<file path="src/rtl/rms_mean_square.sv">
// rtl/rms_mean_square.sv - windowed mean-square feeder for the RMS square-root stage
//
// Squares each valid signed sample, sums a window of 2**LOG2_N squares and
// presents the window mean as rms_radicand with a one-cycle radicand_valid.
// Windows run back to back with no dropped samples.
//
// Optional feature macro: RMS_MS_PEAK_EN (per-window max |sample| on peak_abs).
//
// Ports:
//   clk            - system clock, rising edge
//   rst            - synchronous, active-high reset
//   sample_in      - signed two's-complement sample
//   sample_valid   - sample_in is consumed this cycle
//   win_clear      - synchronous abort of the partial window
//   rms_radicand   - mean of squares of the last complete window
//   radicand_valid - one-cycle pulse when rms_radicand updates
//   sample_count   - squares accumulated in the current window
//   peak_abs       - max |sample| of the last window (0 when feature disabled)

module rms_mean_square #(
    parameter int SAMPLE_W = 8,
    parameter int LOG2_N   = 4
) (
    input  logic                clk,
    input  logic                rst,
    input  logic [SAMPLE_W-1:0] sample_in,
    input  logic                sample_valid,
    input  logic                win_clear,
    output logic [15:0]         rms_radicand,
    output logic                radicand_valid,
    output logic [LOG2_N-1:0]   sample_count,
    output logic [SAMPLE_W-1:0] peak_abs
);

    localparam int SQ_W  = 2 * SAMPLE_W;
    // Wide enough for 2**LOG2_N worst-case squares, so the sum never wraps.
    localparam int ACC_W = SQ_W + LOG2_N;
    localparam logic [LOG2_N-1:0] CNT_LAST = '1;

    logic signed [SQ_W-1:0] prod;
    logic [SQ_W-1:0]        sq_r;
    logic                   sq_v;
    logic [ACC_W-1:0]       acc;
    logic [ACC_W-1:0]       acc_sum;
    logic [LOG2_N-1:0]      count;
    logic                   win_end;

    assign prod    = $signed(sample_in) * $signed(sample_in);
    assign acc_sum = acc + ACC_W'(sq_r);
    // A clear on the closing cycle suppresses the window result entirely.
    assign win_end = sq_v && (count == CNT_LAST) && !win_clear;

    // Stage 1: square register
    always_ff @(posedge clk) begin
        if (rst || win_clear) begin
            sq_r <= '0;
            sq_v <= 1'b0;
        end else begin
            sq_v <= sample_valid;
            if (sample_valid) begin
                sq_r <= $unsigned(prod);
            end
        end
    end

    // Stage 2: accumulate and publish the window mean
    always_ff @(posedge clk) begin
        if (rst) begin
            acc            <= '0;
            count          <= '0;
            rms_radicand   <= '0;
            radicand_valid <= 1'b0;
        end else begin
            radicand_valid <= 1'b0;
            if (win_clear) begin
                acc   <= '0;
                count <= '0;
            end else if (win_end) begin
                rms_radicand   <= 16'(acc_sum >> LOG2_N);
                radicand_valid <= 1'b1;
                acc            <= '0;
                count          <= '0;
            end else if (sq_v) begin
                acc   <= acc_sum;
                count <= count + 1'b1;
            end
        end
    end

    assign sample_count = count;

`ifdef RMS_MS_PEAK_EN
    localparam logic [SAMPLE_W-1:0] S_MIN = {1'b1, {(SAMPLE_W-1){1'b0}}};
    localparam logic [SAMPLE_W-1:0] S_MAX = {1'b0, {(SAMPLE_W-1){1'b1}}};

    logic [SAMPLE_W-1:0] abs_in;
    logic [SAMPLE_W-1:0] peak_tr;
    logic [SAMPLE_W-1:0] peak_q;

    // The most negative code has no positive twin; saturate it.
    always_comb begin
        abs_in = sample_in;
        if (sample_in == S_MIN) begin
            abs_in = S_MAX;
        end else if (sample_in[SAMPLE_W-1]) begin
            abs_in = -sample_in;
        end
    end

    // Tracker runs in the square stage, one cycle ahead of the accumulator,
    // so at window end it already holds the whole window and the sample
    // arriving on that same edge seeds the next window.
    always_ff @(posedge clk) begin
        if (rst) begin
            peak_tr <= '0;
            peak_q  <= '0;
        end else if (win_clear) begin
            peak_tr <= '0;
        end else if (win_end) begin
            peak_q  <= peak_tr;
            peak_tr <= sample_valid ? abs_in : '0;
        end else if (sample_valid && (abs_in > peak_tr)) begin
            peak_tr <= abs_in;
        end
    end

    assign peak_abs = peak_q;
`else
    assign peak_abs = '0;
`endif

endmodule
</file>
<file path="config.mk">
export PLATFORM = sky130hd
export DESIGN_NAME = rms_mean_square
export DESIGN_NICKNAME = d
export VERILOG_FILES = /design/src/rtl/rms_mean_square.sv
export SDC_FILE = /design/constraint.sdc
export NUM_CORES = 1
export LEC_CHECK = 0
export CAP_MARGIN = 40
export CORE_ASPECT_RATIO = 2
export CORE_MARGIN = 10
export CORE_UTILIZATION = 50
export CTS_BUF_LIST = sky130_fd_sc_hd__clkbuf_4
export DETAILED_ROUTE_END_ITERATION = 12
export DONT_BUFFER_PORTS = 1
export GPL_TIMING_DRIVEN = 1
export PLACE_DENSITY_LB_ADDON = 0.25
export REMOVE_ABC_BUFFERS = 1
export SLEW_MARGIN = 15
export SYNTH_ARGS = -nofsm -noshare
export SYNTH_HDL_FRONTEND = slang
export SYNTH_SLANG_ARGS = --single-unit
</file>
<file path="constraint.sdc">
create_clock -name clk -period 7.9 [get_ports clk]
set_clock_uncertainty 0.2 [all_clocks]
set_input_delay 2.37 -clock clk [delete_from_list [all_inputs] [get_ports clk]]
set_output_delay 2.37 -clock clk [all_outputs]
set_load 0.01 [all_outputs]
</file>
==> flow_metrics.tcl <==
set metrics [dict create \
    cpMostUsedCell "fa_1" \
    die-width_microns 91.8 \
    tightest_slew_ns 0.759 \
    p_per_area_nw_per_um2 222 \
    syn_area_per_cell_sq_um 8.89 \
    ys_ff_latch 57 \
    hold_viol 0 \
    layout.nets 669 \
    antenna_found_initial 1 \
    netlist.area_leader.share_pct 22.1 \
    avgRoutedWirePerCell_microns 14.5 \
    worstSetupStartpointType "input port" \
    boundaryPins 41 \
    synthesis.instances 580 \
    drv_cap 0 \
    synth_cell_types 62 \
    multi_input_area_sq_um 3570 \
    leakage_nw 2.34 \
    wl_mm 10.3 \
    syn_to_final_growth_pct 2.50 \
    dp.cells 693 \
    clk_latency_ns 0.40 \
    required_ns 8.03 \
    cts_tree "built" \
    slew_headroom_pct 49.2 \
    critPathSlowestCell "fa_1" \
    setup_viol 0 \
    post_cts_resized 0 \
    grt_pass1_vias 3955 \
    dr.pass1.iters 4 \
    synthArstFlopShare_pct 0 \
    clock_path_buffers 2 \
    finalSetupTns_ns 0 \
    end_kind "flop" \
    report.final.slew_viol_count 0 \
    place.gp.congestion 0.821 \
    grt_use_total_pct 14.4 \
    die-area_sq_um 15000 \
    hold_path.class "flop to flop" \
    post_cts.repair.setup_buffers 0 \
    cp_max_fo 10 \
    critPathKind "input port to flop" \
    postRouteAntennaNets 0 \
    peakVddDrop_mv 0.113 \
    io_buffer_count 0 \
    outcome "finished, final reports clean" \
    drcViolationCount 0 \
    die-height_microns 164 \
    hold_buffers 0 \
    crit_buf_inv 2 \
    cts_root_buf "clkbuf_4" \
    rows 52 \
    htree_levels 3 \
    numCtsBuffers 9 \
    yosysTopAreaCell "dfxtp_1" \
    grt_start_max_net_pins 31 \
    critical_path_arrival_ns 6.20 \
    synthFlopType "dfxtp_1" \
    final_cells 708 \
    fin_crit_ns 6.07 \
    yosysWarnings 0 \
    cts_num_sinks 57 \
    path_clk_slew_ns 0.08 \
    grt_pass1_wl_mm 17.7 \
    overflow 0 \
    min_period_over_period_pct 76.9 \
    viasPerCell 5.35 \
    ys_seq_area_share_pct 22.1 \
    drive_gt1_share_pct 6.12 \
    hpwl_mm 8.58 \
    cp_cell_sequence "and2_1, inv_1, fa_1, fa_1, fa_1, fa_1, inv_1, ha_1, a2111o_1, a31o_2, a21oi_1, nand4_1, o211ai_1" \
    slowest_delay_ns 0.55 \
    seqCellArea_sq_um 1140 \
    synth_area_leaders "dfxtp_1 22%, fa_1 17%, ha_1 10%" \
    start_util_pct 51.1 \
    drt_iter0_markers 102 \
    num-fill-cells 930 \
    core-area_sq_um 10100 \
    vias 3788 \
    fmaxAchievable_mhz 165 \
    rsz0062_at_grt "false" \
    synth_edf_count 0 \
    cp_top_family "adder cells" \
    syn_area_sq_um 5150 \
]
[flip-flops by register name, indices dropped and copies added, names as in the netlist]
name	count
radicand_valid	1
sq_v	1
sq_r	15
acc	20
rms_radicand	16
sample_count	4
[cell type report]
cell class              count  area share [%]
repair buffers              2           0.284
well taps                 135            3.20
clock buffers              12            1.71
flip-flops and latches     57            21.6
diodes                      1          0.0474
inverters                  77            5.47
clock inverters             2           0.142
multi-input cells         422            67.6
[cell usage after synthesis, types with 9 or more instances]
cell      number
fa_1          45
nand2_1       44
and2_1        20
nand3_1        9
inv_1         77
o21ai_0       15
nor2_1        45
a21oi_1       29
clkbuf_1      16
ha_1          43
mux2i_1       20
a211oi_1      15
dfxtp_1       57
xnor2_1       28
a21o_1         9
[through the flow]
stage | area [sq um] | util [%] | hold slack, ns | total power, mW | worst slack (ns)
finish | 5280 | 52.4 | 0.291 | 1.17 | 1.83
global route | 5280 | 52.4 | 0.309 | 1.30 | 1.67
CTS | 5280 | 52.4 | 0.298 | 1.19 | 1.83
detailed placement | 5180 | 51.4 | 0.284 | 1.02 | 1.39
global placement | 5180 | 51.4 | 0.269 | 1.00 | 1.49
floorplan | 5000 | - | 0.249 | 0.901 | 1.60
[worst paths after layout]
| kind | slack, ns | startpoint | to | cells after the start |
|---|---|---|---|---|
| setup / recovery | 1.83 | sample_in[6] | sq_r[13]$_SDFFE_PP0P_ | 13 |
| hold / removal | 0.29 | sq_r[2]$_SDFFE_PP0P_ | sq_r[2]$_SDFFE_PP0P_ | 2 |
| setup reg to reg | 5.36 | sq_r[8]$_SDFFE_PP0P_ | rms_radicand[15]$_SDFFE_PP0P_ | 7 |
| hold reg to reg | 0.29 | sq_r[2]$_SDFFE_PP0P_ | sq_r[2]$_SDFFE_PP0P_ | 2 |
[worst register-to-register path, cell delays in order, from the launching register on]
cell and delay [ns]:
dfxtp_1 0.34, ha_1 0.45, nor2_2 0.10, o41ai_4 0.45, a31o_1 0.20, a31oi_1 0.13
or3_1 0.35, a311oi_2 0.24
[kinds of logic (layout without fill, tap and decap cells)]
kind of cell | count (synthesis) | in the layout | share of synthesized area [%]
flip-flops | 57 | 57 | 22.1
buffers and inverters | 108 | 93 | 9.13
XOR/XNOR | 36 | 36 | 6.12
AND/OR/NAND/NOR | 156 | 156 | 14.7
other | 1 | 9 | 0.0728
adder cells (fa/ha/maj) | 88 | 88 | 27.9
AO/OA/AOI/OAI | 114 | 114 | 16.0
multiplexers | 20 | 20 | 3.88
[power by group]
group | switching (mW) | total (mW) | internal (mW)
sequential | 0.0118 | 0.318 | 0.306
clock | 0.0930 | 0.163 | 0.0701
combinational | 0.373 | 0.693 | 0.320
total | 0.478 | 1.17 | 0.696
[placed cells by master (no fill, tap or decap), types with 3 or more instances in the layout]
cell	n
inv_1	77
dfxtp_1	57
nor2_1	45
fa_1	45
nand2_1	44
ha_1	43
a21oi_1	29
xnor2_1	28
and2_1	20
mux2i_1	20
o21ai_0	15
a211oi_1	15
clkbuf_4	12
a21o_1	9
nand3_1	9
xor2_1	8
conb_1	8
nand3b_1	7
a31oi_1	6
o21bai_1	6
o21a_1	6
nand4_1	5
nor3_1	4
a31o_2	4
or3_1	4
nand2b_1	3
o211ai_1	3
or2_2	3
[metal layers]
metal  GRT usage (%)  wire [microns]
met4            6.63             253
met3            3.77             392
met5               0               0
met2            28.2            5910
met1            13.1            3710
Note: power is estimated with default switching activity, not from simulation.
